`config.mk`:
```
export PLATFORM = sky130hd
export DESIGN_NAME = cdc_handshake_tx
export DESIGN_NICKNAME = d
export VERILOG_FILES = /design/src/rtl/cdc_handshake_tx.sv
export SDC_FILE = /design/constraint.sdc
export NUM_CORES = 1
export LEC_CHECK = 0
export BUFFER_PORTS_ARGS = -buffer_cell sky130_fd_sc_hd__buf_2
export CORE_MARGIN = 10
export CORE_UTILIZATION = 30
export CTS_CLUSTER_SIZE = 16
export DETAILED_ROUTE_END_ITERATION = 7
export PLACE_DENSITY = 0.58
export SYNTH_ARGS = -nofsm -noshare
export SYNTH_HDL_FRONTEND = slang
export SYNTH_SLANG_ARGS = --single-unit
```
`constraint.sdc`:
```
create_clock -name clk -period 1.4 [get_ports clk]
set_input_delay 0.28 -clock clk [delete_from_list [all_inputs] [get_ports clk]]
set_output_delay 0.28 -clock clk [all_outputs]
set_load 0.05 [all_outputs]
```
`src/rtl/cdc_handshake_tx.sv`:
```
// Source side of a toggle req/ack handshake that moves one WIDTH-bit word into another clock domain.
// Optional one-entry skid buffer compiled in by the CDC_HANDSHAKE_TX_SKID_EN macro.
module cdc_handshake_tx #(
    parameter int unsigned WIDTH = 8
) (
    input  logic             clk,
    input  logic             rst_p,
    input  logic             in_valid,
    output logic             in_ready,
    input  logic [WIDTH-1:0] in_data,
    output logic             req_async,
    output logic [WIDTH-1:0] data_async,
    input  logic             ack_async,
    output logic             busy,
    output logic             done
);

    typedef enum logic [0:0] {
        IDLE     = 1'b0,
        WAIT_ACK = 1'b1
    } state_e;

    state_e           state_q, state_d;
    logic             req_q, req_d;
    logic [WIDTH-1:0] data_q, data_d;
    logic             done_q, done_d;
    logic             busy_q, busy_d;
    logic             rdy_q, rdy_d;
    (* ASYNC_REG = "TRUE" *) logic ack_meta_q;
    (* ASYNC_REG = "TRUE" *) logic ack_sync_q;

`ifdef CDC_HANDSHAKE_TX_SKID_EN
    logic             pend_vld_q, pend_vld_d;
    logic [WIDTH-1:0] pend_data_q, pend_data_d;
`endif

    logic accept;
    logic ack_seen;

    assign accept   = in_valid && rdy_q;
    assign ack_seen = (state_q == WAIT_ACK) && (ack_sync_q == req_q);

    // The only logic that samples the far-domain acknowledge.
    always_ff @(posedge clk or posedge rst_p) begin
        if (rst_p) begin
            ack_meta_q <= 1'b0;
            ack_sync_q <= 1'b0;
        end else begin
            ack_meta_q <= ack_async;
            ack_sync_q <= ack_meta_q;
        end
    end

    always_ff @(posedge clk or posedge rst_p) begin
        if (rst_p) begin
            state_q <= IDLE;
            req_q   <= 1'b0;
            data_q  <= '0;
            done_q  <= 1'b0;
            busy_q  <= 1'b0;
            rdy_q   <= 1'b0;
        end else begin
            state_q <= state_d;
            req_q   <= req_d;
            data_q  <= data_d;
            done_q  <= done_d;
            busy_q  <= busy_d;
            rdy_q   <= rdy_d;
        end
    end

`ifdef CDC_HANDSHAKE_TX_SKID_EN
    always_ff @(posedge clk or posedge rst_p) begin
        if (rst_p) begin
            pend_vld_q  <= 1'b0;
            pend_data_q <= '0;
        end else begin
            pend_vld_q  <= pend_vld_d;
            pend_data_q <= pend_data_d;
        end
    end
`endif

    // Next-state logic; status outputs are registered from the next-state values
    // so they read exactly as the current-state decode would.
    always_comb begin
        state_d = state_q;
        req_d   = req_q;
        data_d  = data_q;
`ifdef CDC_HANDSHAKE_TX_SKID_EN
        pend_vld_d  = pend_vld_q;
        pend_data_d = pend_data_q;
`endif
        case (state_q)
            IDLE: begin
                if (accept) begin
                    data_d  = in_data;
                    req_d   = ~req_q;
                    state_d = WAIT_ACK;
                end
            end
            WAIT_ACK: begin
`ifdef CDC_HANDSHAKE_TX_SKID_EN
                if (ack_seen) begin
                    if (pend_vld_q) begin
                        data_d     = pend_data_q;
                        req_d      = ~req_q;
                        pend_vld_d = 1'b0;
                    end else if (accept) begin
                        data_d = in_data;
                        req_d  = ~req_q;
                    end else begin
                        state_d = IDLE;
                    end
                end else if (accept) begin
                    pend_data_d = in_data;
                    pend_vld_d  = 1'b1;
                end
`else
                if (ack_seen) begin
                    state_d = IDLE;
                end
`endif
            end
            default: state_d = IDLE;
        endcase

`ifdef CDC_HANDSHAKE_TX_SKID_EN
        rdy_d  = (state_d == IDLE) || !pend_vld_d;
        busy_d = (state_d == WAIT_ACK) || pend_vld_d;
`else
        rdy_d  = (state_d == IDLE);
        busy_d = (state_d == WAIT_ACK);
`endif
        // ack_meta_q is the next ack_sync_q value.
        done_d = (state_d == WAIT_ACK) && (ack_meta_q == req_d);
    end

    assign in_ready   = rdy_q;
    assign req_async  = req_q;
    assign data_async = data_q;
    assign busy       = busy_q;
    assign done       = done_q;

endmodule

```
==> results by group, run 1 <==
Route
  • Remaining DRCs: 0
  • Initial DRC count: 3
  • Vias per std cell: between 4 and 5
  • Wire per inst: ~13 um
  • DRT Pass-1 Iters: 2
  • Total Wirelength: approximately 1.1 mm
  • Post-route ant nets: 0
  • Routed via count: between 300 and 400

STA
  • Worst relative slew slack: 66.1%
  • Max-slew violations: 0
  • # setup viols final: 0
  • Fin. Hold Viols: 0
  • Setup TNS: 0 ns
  • Clock Skews: between 0.003 and 0.004 ns
  • RSZ-0062 raised after global routing: no
  • Final Cycle Share: between 90% and 100%
  • Worst-margin pin slew: ~0.5 ns
  • Min Tclk post-route: 1.31 ns
  • Fmax: 0.763 GHz

Clocking
  • Num CTS Buffers: 3
  • CTS Hold Bufs: 0
  • Clk sinks: 14
  • CTS H-tree lvls: 1
  • Clock buffer depth: 2
  • Clk Latency, worst-skew pair: approximately 0.27 ns
  • Root Driver: clkbuf_4
  • Clock-pin slew on the worst setup and hold paths: ~0.090 ns
  • CTS tree: built
  • Resized cells post-CTS: 0
  • Post-CTS setup buffers: 0

Final layout
  • FILL cells: around 190
  • Reg area: roughly 350 um^2
  • Share of cells above drive strength 1: 61.7%
  • Most frequent cells in the layout: buf_2, dfrtp_1, mux2_4
  • Multi-input combinational cell area: 199 um^2
  • Most common cell after layout, fill and taps aside: buf_2
  • Number of diodes: 0
  • Fin nets: 73
  • Area delta synth->final: 30.8%

Floorplan
  • DIE WIDTH: about 64 um
  • Core area: ~0.0018 mm^2
  • Rows: 15
  • DIE AREA: around 0.004 mm^2
  • Ports: 24
  • Starting Density: 32.2%
  • Die Height: 63.5 um

Global routing
  • Met1 Use GR: 6.83%
  • Grt peak-use layer: met2
  • Met2 Usage GRT: just over 8%
  • Largest net degree at the start of global routing: 15
  • Global-route wire length before repair: slightly below 2 mm
  • Tot GR Track Use: between 6 and 7%
  • GR Overflow Total: 0
  • Initial antenna violation count: 0
  • Routing usage on met3: between 4 and 5%
  • Vias in the first global route: 443

Critical path
  • CP endpoint kind: output port
  • Crit path capture: req_async
  • Reg2reg path depth: 2
  • Max stage delay on crit path: roughly 0.47 ns
  • Cell count along the critical path: 1
  • Reg-to-reg endpoint: data_async[2]
  • WP data arrival: ~1.0 ns
  • Worst-path maximum fanout: 6
  • Crit path from: req_async
  • Critical-path top delay cell: dfrtp_1
  • Type of the worst setup path: flop to output port
  • Worst path top cell family by delay: flip-flops
  • Buf/Inv on CP: 1
  • Worst R2R Setup Slack: ~0.22 ns
  • Crit path cell chain: clkbuf_4
  • Critical Path RT: 1.12 ns
  • Startpoint Class: flop
  • Crit Reg-Reg Startpoint: busy

Synth
  • Count of state elements after synthesis: 14
  • Syn_area_per_cell: approximately 17 um^2
  • Top cell type's share of synthesized area: between 60% and 70%
  • Syn Inst Count: 34
  • Cell taking the most area after synthesis: dfrtp_1
  • Post-synthesis sequential area ratio: 61.7%
  • Synthesis Warnings: 0
  • Unique masters post-synth: 12
  • Dominant cells by area after synthesis: dfrtp_1, mux2_4, xnor2_1
  • Cell Area, Synth: about 570 um^2
  • Syn nets: 46

Run status
  • Status: complete, no violations

Hold path
  • Worst hold path class: primary input to asynchronous set/reset pin

Job
  • Number of max-cap violations: 0

Place
  • Routability cong.: just over 0.7
  • IO Port Bufs: 23
  • Hpwl dp: between 800 and 900 um
[cell usage after synthesis]
cell type,number
o21ai_0,1
mux2_4,6
mux2_2,2
nand4bb_1,1
dfrtp_1,14
xnor2_1,3
nand4b_1,1
inv_1,2
buf_6,1
o21a_1,1
o211ai_1,1
nand3b_4,1
[sequential cells by signal, indices dropped and copies added, names as in the netlist]
| signal | cells |
|---|---|
| in_ready | 1 |
| done | 1 |
| ack_meta_q | 1 |
| req_async | 1 |
| data_async | 8 |
| busy | 1 |
| ack_sync_q | 1 |
[area by class of cell]
cell class	instances	area share, %
Tap cell	25	4.21
Sequential cell	14	47.3
Timing Repair Buffer	23	15.8
Multi-Input combinational cell	17	26.8
Inverter	2	1.01
Clock buffer	4	4.88
[worst min-delay path by stage]
| stage | start | to | slack [ns] |
|---|---|---|---|
| CTS | rst_p | data_async[4] | 0.03 |
| global placement | rst_p | data_async[4] | 0.34 |
| global route | rst_p | data_async[4] | 0.06 |
| floorplan | rst_p | ack_meta_q | 0.17 |
| detailed placement | rst_p | data_async[4] | 0.34 |
| finish | rst_p | data_async[4] | 0.02 |
[per-stage QoR]
stage               cell area [um^2]  hold slack (ns)  utilization, %  setup slack, ns  instances
floorplan                        569            0.169               -           0.0509         34
global placement                 704            0.340            39.9            0.239         81
detailed placement               704            0.341            39.9            0.219         81
CTS                              741           0.0330            42.0           0.0540         85
global route                     743           0.0559            42.1          0.00843         85
finish                           743           0.0156            42.1           0.0891         85
[cell families (layout without fill, tap and decap cells)]
logic type                after synthesis  in the layout  share of synthesized area, %
DFF                                    14             14                          61.7
muxes                                   8              8                          19.8
AOI/OAI and AO/OA                       3              3                          3.52
xor gates and xnor gates                3              3                          4.63
and+or+nand+nor                         3              3                          7.05
buffers and inverters                   3             29                          3.30
[routing by layer]
metal,part of all wire (%),vias up
li1,-,169
met1,45,168
met2,39,19
met3,16,0
met4,0,0
met5,0,-
Power of run 1 is left out: the tool's default activity adds up to more than one toggle a clock period on the data nets, which glitch-free logic cannot reach.
==> run 2: changes to the inputs <==
Settings changed: REMOVE_ABC_BUFFERS set to 1.
==> run 2 against run 1 <==
  * First-iteration DRC count rose to 2.7 times the previous value
  * Utilization down 0.21 points
  * Clock skew about the same
  * Non-clock buffer count unchanged
  * Die area unchanged
  * Via count down 0.28%
  * Fmax down 1.9%
==> results by group, run 2 (synthesized netlist as in run 1, its figures left out) <==
Clocking
  • CTS tree: built
  • Num CTS Buffers: 3
  • Root Driver: clkbuf_4
  • Resized cells post-CTS: 0
  • Post-CTS setup buffers: 0
  • CTS Hold Bufs: 0
  • Clk sinks: 14
  • Clk Latency, worst-skew pair: ~0.27 ns
  • Clock buffer depth: 2
  • Clock-pin slew on the worst setup and hold paths: approximately 0.09 ns
  • CTS H-tree lvls: 1

Floorplan
  • Starting Density: between 30% and 40%
  • DIE AREA: between 0.004 and 0.005 mm^2
  • Core area: ~0.0018 mm^2
  • Ports: 24
  • DIE WIDTH: 63.5 um
  • Die Height: ~64 um
  • Rows: 15

Global routing
  • Global-route wire length before repair: approximately 1.9 mm
  • GR Overflow Total: 0
  • Largest net degree at the start of global routing: 15
  • Initial antenna violation count: 0
  • Vias in the first global route: 411
  • Tot GR Track Use: approximately 5.7%

Critical path
  • Worst R2R Setup Slack: 0.24 ns
  • Worst-path maximum fanout: 6
  • Critical-path top delay cell: dfrtp_1
  • Crit path from: req_async
  • Type of the worst setup path: flop to output port
  • Worst path top cell family by delay: flip-flops
  • Startpoint Class: flop
  • CP endpoint kind: output port
  • WP data arrival: between 1 and 1.5 ns
  • Max stage delay on crit path: 0.48 ns
  • Buf/Inv on CP: 1
  • Crit Reg-Reg Startpoint: busy
  • Crit path cell chain: buf_2
  • Critical Path RT: around 1.1 ns

STA
  • Setup TNS: 0 ns
  • Max-slew violations: 0
  • Clock Skews: 0.00391 ns
  • Fmax: between 0.7 and 0.8 GHz
  • # setup viols final: 0
  • Min Tclk post-route: roughly 1.3 ns
  • RSZ-0062 raised after global routing: no
  • Final Cycle Share: between 90% and 100%
  • Fin. Hold Viols: 0
  • Worst-margin pin slew: approximately 0.52 ns
  • Final Worst Setup Slack: around 0.064 ns
  • Worst relative slew slack: 65.3%

Place
  • IO Port Bufs: 23
  • Routability cong.: just under 0.7
  • Pre-CTS WS: roughly 0.24 ns

Hold path
  • Worst hold path class: primary input to asynchronous set/reset pin

Route
  • Initial DRC count: 8
  • Total Wirelength: between 1 and 1.5 mm
  • Routed via count: 355
  • DRT Pass-1 Iters: 4
  • Vias per std cell: about 4.2
  • Wire per inst: 13.1 um
  • Remaining DRCs: 0
  • Post-route ant nets: 0

Final layout
  • FILL cells: approximately 190
  • Most frequent cells in the layout: buf_2, dfrtp_1, mux2_4
  • Most common cell after layout, fill and taps aside: buf_2
  • Number of diodes: 0
  • Area delta synth->final: 30.2%
  • Fin nets: 73
  • Max reg flops: 8
  • Multi-input combinational cell area: around 200 um^2
  • Share of cells above drive strength 1: between 60% and 70%
  • Reg area: between 300 and 400 um^2
  • Core Util, Final: 41.9%

Run status
  • Status: complete, no violations

Job
  • Number of max-cap violations: 0
[run 2: layout make-up]
| class | count | area share [%] |
|---|---|---|
| multi-input combinational | 17 | 26.9 |
| inverter | 2 | 1.02 |
| sequential | 14 | 47.4 |
| tap | 25 | 4.23 |
| timing repair buffer | 23 | 15.6 |
| clock buffer | 4 | 4.91 |
[run 2: through the flow]
stage / instances / cell area, um^2 / hold slack, ns
6_report: 85 / 739 / 0.0275
5_1_grt: 85 / 739 / 0.0714
4_1_cts: 85 / 739 / 0.0406
3_5_place_dp: 81 / 703 / 0.343
3_3_place_gp: 81 / 703 / 0.338
2_1_floorplan: 33 / 557 / 0.169
[run 2: final timing paths]
kind | to | cells after the start
min | data_async[6] | 2
max in group asynchronous | data_async[0] | 2
max reg2reg | data_async[0] | 2
min in group clk | ack_meta_q | 1
max | req_async | 1
min reg2reg | ack_sync_q | 0
[run 2: per-layer routing]
metal	part of all wire, %	global-route usage [%]	up-vias
met5	0	0	-
met1	45	6.80	171
met4	0	1.64	0
met2	45	8.92	13
met3	9.2	2.65	0
li1	-	-	171
[run 2: worst reg2reg max path, delay by kind of cell, from the launching register on]
| family | cells | cell delay [ns] |
|---|---|---|
| DFF | 1 | 0.42 |
| muxes | 1 | 0.35 |
| and+or+nand+nor | 1 | 0.29 |
Power of run 2 is left out for the same reason.
